`src/rtl/alu_op_sequencer_if.sv`:
```
// Command/result handshake bundle for alu_op_sequencer.
// ALU_SEQ_FLAGS_EN adds res_zero/res_parity to the result side.
interface alu_op_sequencer_if #(
  parameter int N = 8
);
  logic         cmd_valid;
  logic         cmd_ready;
  logic [2:0]   cmd_op;
  logic [N-1:0] cmd_a;
  logic [N-1:0] cmd_b;
  logic         res_valid;
  logic         res_ready;
  logic [N-1:0] res_data;
  logic [2:0]   res_op;
  logic         res_illegal;
`ifdef ALU_SEQ_FLAGS_EN
  logic         res_zero;
  logic         res_parity;
`endif

  modport master (
`ifdef ALU_SEQ_FLAGS_EN
    input  res_zero,
    input  res_parity,
`endif
    output cmd_valid,
    input  cmd_ready,
    output cmd_op,
    output cmd_a,
    output cmd_b,
    input  res_valid,
    output res_ready,
    input  res_data,
    input  res_op,
    input  res_illegal
  );

  modport slave (
`ifdef ALU_SEQ_FLAGS_EN
    output res_zero,
    output res_parity,
`endif
    input  cmd_valid,
    output cmd_ready,
    input  cmd_op,
    input  cmd_a,
    input  cmd_b,
    output res_valid,
    input  res_ready,
    output res_data,
    output res_op,
    output res_illegal
  );
endinterface

```
`src/rtl/alu_op_sequencer.sv`:
```
// Command front end for the logic-unit mux: drive, settle, capture, hand off.
// ALU_SEQ_FLAGS_EN enables res_zero/res_parity result flags.
module alu_op_sequencer #(
  parameter int N      = 8,
  parameter int SETTLE = 1
) (
  input  logic         clk,
  input  logic         rst_n,
  alu_op_sequencer_if.slave bus,
  output logic [N-1:0] alu_a,
  output logic [N-1:0] alu_b,
  output logic [2:0]   alu_s,
  input  logic [N-1:0] alu_out
);

  localparam int CW = $clog2(SETTLE + 1);

  if (SETTLE < 1 || SETTLE > 15 || N < 2) begin : g_bad_cfg
    $error("alu_op_sequencer: illegal N/SETTLE");
  end

  typedef enum logic [1:0] {
    IDLE,
    DRIVE,
    RESULT
  } state_t;

  state_t        state;
  logic          live;
  logic [CW-1:0] cnt;
  logic [2:0]    op_q;
  logic          ill_q;
  logic          cmd_ill;
  logic          accept;

  // live holds cmd_ready low until the first edge after reset release
  assign bus.cmd_ready = live & (state == IDLE);
  assign cmd_ill       = bus.cmd_op[2] & bus.cmd_op[1];
  assign accept        = bus.cmd_valid & bus.cmd_ready;

  always_ff @(posedge clk or negedge rst_n) begin
    if (!rst_n) begin
      state           <= IDLE;
      live            <= 1'b0;
      cnt             <= '0;
      op_q            <= 3'b000;
      ill_q           <= 1'b0;
      alu_a           <= '0;
      alu_b           <= '0;
      alu_s           <= 3'b000;
      bus.res_valid   <= 1'b0;
      bus.res_data    <= '0;
      bus.res_op      <= 3'b000;
      bus.res_illegal <= 1'b0;
`ifdef ALU_SEQ_FLAGS_EN
      bus.res_zero    <= 1'b0;
      bus.res_parity  <= 1'b0;
`endif
    end else begin
      live <= 1'b1;
      unique case (state)
        IDLE: begin
          if (accept) begin
            alu_a <= bus.cmd_a;
            alu_b <= bus.cmd_b;
            alu_s <= cmd_ill ? 3'b000 : bus.cmd_op;
            op_q  <= bus.cmd_op;
            ill_q <= cmd_ill;
            cnt   <= CW'(SETTLE - 1);
            state <= DRIVE;
          end
        end
        DRIVE: begin
          if (cnt == '0) begin
            bus.res_data    <= alu_out;
            bus.res_op      <= op_q;
            bus.res_illegal <= ill_q;
`ifdef ALU_SEQ_FLAGS_EN
            bus.res_zero    <= (alu_out == '0);
            bus.res_parity  <= ^alu_out;
`endif
            bus.res_valid   <= 1'b1;
            state           <= RESULT;
          end else begin
            cnt <= cnt - CW'(1);
          end
        end
        RESULT: begin
          if (bus.res_ready) begin
            bus.res_valid <= 1'b0;
            state         <= IDLE;
          end
        end
        default: begin
          bus.res_valid <= 1'b0;
          state         <= IDLE;
        end
      endcase
    end
  end

endmodule

```
`src/flat_wrapper.sv`:
```
// flat-port wrapper written by rule: the top's interface ports become plain ports
module alu_op_sequencer_flat 
#(
  parameter int N      = 8,
  parameter int SETTLE = 1
)
  (clk, rst_n, alu_a, alu_b, alu_s, alu_out, bus_cmd_valid, bus_cmd_ready, bus_cmd_op, bus_cmd_a, bus_cmd_b, bus_res_valid, bus_res_ready, bus_res_data, bus_res_op, bus_res_illegal);
  alu_op_sequencer_if #(.N(N)) bus_i ();
  input  logic clk;
  input  logic rst_n;
  output logic [N-1:0] alu_a;
  output logic [N-1:0] alu_b;
  output logic [2:0] alu_s;
  input  logic [N-1:0] alu_out;
  input wire logic [$bits(bus_i.cmd_valid)-1:0] bus_cmd_valid;
  output wire logic [$bits(bus_i.cmd_ready)-1:0] bus_cmd_ready;
  input wire logic [$bits(bus_i.cmd_op)-1:0] bus_cmd_op;
  input wire logic [$bits(bus_i.cmd_a)-1:0] bus_cmd_a;
  input wire logic [$bits(bus_i.cmd_b)-1:0] bus_cmd_b;
  output wire logic [$bits(bus_i.res_valid)-1:0] bus_res_valid;
  input wire logic [$bits(bus_i.res_ready)-1:0] bus_res_ready;
  output wire logic [$bits(bus_i.res_data)-1:0] bus_res_data;
  output wire logic [$bits(bus_i.res_op)-1:0] bus_res_op;
  output wire logic [$bits(bus_i.res_illegal)-1:0] bus_res_illegal;
  assign bus_i.cmd_valid = bus_cmd_valid;
  assign bus_cmd_ready = bus_i.cmd_ready;
  assign bus_i.cmd_op = bus_cmd_op;
  assign bus_i.cmd_a = bus_cmd_a;
  assign bus_i.cmd_b = bus_cmd_b;
  assign bus_res_valid = bus_i.res_valid;
  assign bus_i.res_ready = bus_res_ready;
  assign bus_res_data = bus_i.res_data;
  assign bus_res_op = bus_i.res_op;
  assign bus_res_illegal = bus_i.res_illegal;
  alu_op_sequencer #(.N(N), .SETTLE(SETTLE)) u_core (.clk(clk), .rst_n(rst_n), .bus(bus_i), .alu_a(alu_a), .alu_b(alu_b), .alu_s(alu_s), .alu_out(alu_out));
endmodule
```
`config.mk`:
```
export PLATFORM = sky130hd
export DESIGN_NAME = alu_op_sequencer_flat
export DESIGN_NICKNAME = d
export VERILOG_FILES = /design/src/rtl/alu_op_sequencer_if.sv /design/src/rtl/alu_op_sequencer.sv /design/src/flat_wrapper.sv
export SDC_FILE = /design/constraint.sdc
export NUM_CORES = 1
export LEC_CHECK = 0
export ABC_AREA = 1
export CAP_MARGIN = 10
export CORE_UTILIZATION = 30
export CTS_BUF_LIST = sky130_fd_sc_hd__clkbuf_8
export CTS_CLUSTER_DIAMETER = 200
export DETAILED_ROUTE_END_ITERATION = 7
export HOLD_SLACK_MARGIN = 0.03
export PLACE_DENSITY_LB_ADDON = 0.2
export SLEW_MARGIN = 30
export SYNTH_ARGS = -nofsm -noshare
export SYNTH_HDL_FRONTEND = slang
export SYNTH_SLANG_ARGS = --single-unit
```
`constraint.sdc`:
```
create_clock -name clk -period 1.84 [get_ports clk]
set_input_delay 0.276 -clock clk [delete_from_list [all_inputs] [get_ports clk]]
set_output_delay 0.276 -clock clk [all_outputs]
set_load 0.01 [all_outputs]
```
==> out/metrics.cfg <==
[run_status]
run_status = finished, final reports clean

[global_routing]
antenna_found_initial = 0
overflow = 0
grt_use_total_pct = 14.5
grt_pass1_wl_um = 6530
grt_pass1_vias = 1362
grt_max_degree = 31

[flow_run]
maxCapViolCount = 0

[setup_path]
cpPeakStageDelay_ns = 0.56
crit_chain = clkdlybuf4s50_1
critPathKind = register to output pin
cp-start-kind = register
worstSetupEndpointType = output pin
critPathArrivalTime_ns = 1.19
crit_buf_inv = 1
crit_fanout = 2
critPathTopFamily = buffers and inverters
critical-path-slowest-cell = clkdlybuf4s50_1
cp_data_required_time_ns = 1.56

[sta]
tns_ns = 0
final_hold_viol_count = 0
rsz0062_at_grt = false
tightest_slew_ns = 0.676
layout_setup_ws_ns = 0.369
maxSlewViolCount = 0
fin_skew_ns = 0.00397
min_period_ns = 1.47
setup_violations = 0
fmax_mhz = 680
relSlewSlack_pct = 54.9
period_share_pct = 79.9

[synthesis]
netlist_area_um2 = 1640
yosysSeqAreaShare_pct = 59.4
synth_area_per_cell_um2 = 9.18
synth.distinct_cells = 16
synth_nets = 210
synth_top_family_by_area = simple AND/OR/NAND/NOR gates
postSynthCellCount = 179
synth_compound_area_share_pct = 1.22
ys_warn_count = 0
yosys.area_share.xor_xnor_pct = 0
synth_simple_gate_area_share_pct = 31.3
synthMuxAreaShare_pct = 0
synth-seq-cells = 39
synth_fa_ha_area_share_pct = 0

[clock_tree]
cts_buffers = 5
clock-sinks = 39
holdBufCountCts = 0
cts.path.max_buffers = 2
cts_tree = done
root_buffer = clkbuf_8
htreeDepth = 2
clkLatencyLatePin_ns = 0.29
clk_transition_reported_paths_ns = 0.07

[die]
rows = 26
pin_count = 64
die_x_um = 76.0
die_y_um = 76.0
die_area_um2 = 5780
initial_utilization_pct = 31.6
coreArea_um2 = 5200

[detailed_routing]
antenna_left = 0
vias = 1441
first_pass_iters = 4
vias_per_cell = 4.52
routed_wl_um = 3790
first_iter_violations = 70
drc = 0
routedWlPerCell_um = 11.9

[final_layout]
layout-drive-gt1-share_pct = 9.64
fin_cells = 319
seqCellArea_um2 = 977
multiInputGateArea_um2 = 538
fin_util_pct = 47.0
areaGrowthSynthToFinish_pct = 48.9
fill_cells = 533
diodes = 0
fin_nets = 279

[power]
power_density_nw_per_um2 = 1120
p_leak_uw = 0.00122
peakVddDrop_uv = 388
power_uw = 2730

[placed_design]
port_buffers = 63
hpwl_um = 2560
dp_cells = 311
gp_congestion = 0.681
preCtsSetupSlack_ns = 0.365

[hold_path]
hold_path_class = input port to async pin

## cells in the mapped netlist
cell type | n | area [um2]
o21ai_0 | 3 | 15.0
nand2_1 | 73 | 274
nand2_2 | 1 | 6.26
buf_4 | 2 | 15.0
nand3_1 | 16 | 80.1
a21oi_1 | 1 | 5.00
nor2_2 | 1 | 6.26
nor2_4 | 1 | 11.3
dfrtp_1 | 39 | 976
nand3_2 | 1 | 10.0
inv_1 | 9 | 33.8
nand4_1 | 19 | 119
buf_2 | 5 | 25.0
nor2_1 | 2 | 7.51
buf_6 | 5 | 56.3
conb_1 | 1 | 3.75
## metal layers
layer  vias up  routed length [um]  global-route usage (%)
li1        715                   -                       -
met5         -                   0                       0
met4         0                  25                    4.62
met2        56                1700                    23.1
met3         4                 313                    6.47
met1       666                1760                    17.6
## per-stage QoR
step	cell area, um2	hold WS [ns]
2_1_floorplan	1640	-0.0196
3_3_place_gp	2340	0.352
3_5_place_dp	2340	0.356
4_1_cts	2440	0.0382
5_1_grt	2450	0.0601
6_report	2450	0.0223
## area by class of cell
cell class,count,area share [%]
Clock inverter,1,0.153
Sequential cell,39,39.9
Inverter,9,1.38
Multi-Input combinational cell,119,22.0
Tap cell,70,3.58
Timing Repair Buffer,74,29.0
Clock buffer,7,3.94
## worst paths after layout
kind	start	to	slack, ns	cells after the start
worst min register to register	u_core.alu_b[6]	u_core.alu_b[6]	0.47	2
worst max-delay path	u_core.alu_s[0]	alu_s[0]	0.37	1
worst min-delay path	rst_n	u_core.bus.res_data[1]	0.02	1
worst max register to register	u_core.state[0]	u_core.alu_b[1]	0.54	6
max in group asynchronous	rst_n	u_core.alu_a[6]	1.23	2
min in group clk	u_core.alu_b[6]	u_core.alu_b[6]	0.47	2
## flip-flops by register name, summed over array words and instances (netlist names)
register,flops
u_core.state,2
u_core.alu_b,8
u_core.bus.res_illegal,1
u_core.bus.res_data,8
u_core.alu_s,3
u_core.op_q,3
u_core.alu_a,8
u_core.live,1
u_core.ill_q,1
u_core.bus.res_valid,1
u_core.bus.res_op,3
## power by group
group / internal (uW) / switching [uW] / total, uW
registers: 1080 / 116 / 1190
logic: 509 / 400 / 909
clock network: 337 / 290 / 627
## kinds of logic after synthesis
group,count (synthesis)
flops,39
simple gates,114
compound gates,4
other cells,1
buf+inv,21
## layout by cell type, fill, tap and decap left out
cell             synthesis  layout
nand2_1                 73      73
clkdlybuf4s50_1          0      61
dfrtp_1                 39      38
nand4_1                 19      19
nand3_1                 16      16
buf_4                    2      11
inv_1                    9      10
clkbuf_8                 0       7
o21ai_0                  3       3
nor2_1                   2       2
nor2_2                   1       1
nor2_4                   1       1
nand3_2                  1       1
nand2_2                  1       1
a21oi_1                  1       1
buf_2                    5       1
dlymetal6s2s_1           0       1
conb_1                   1       1
dfrtp_2                  0       1
## what timing repair did
action	CTS	global route
gates resized for setup	0	2
endpoints found under the setup margin	0	1
buffers inserted	0	0
(Power assumes the default switching activity.)
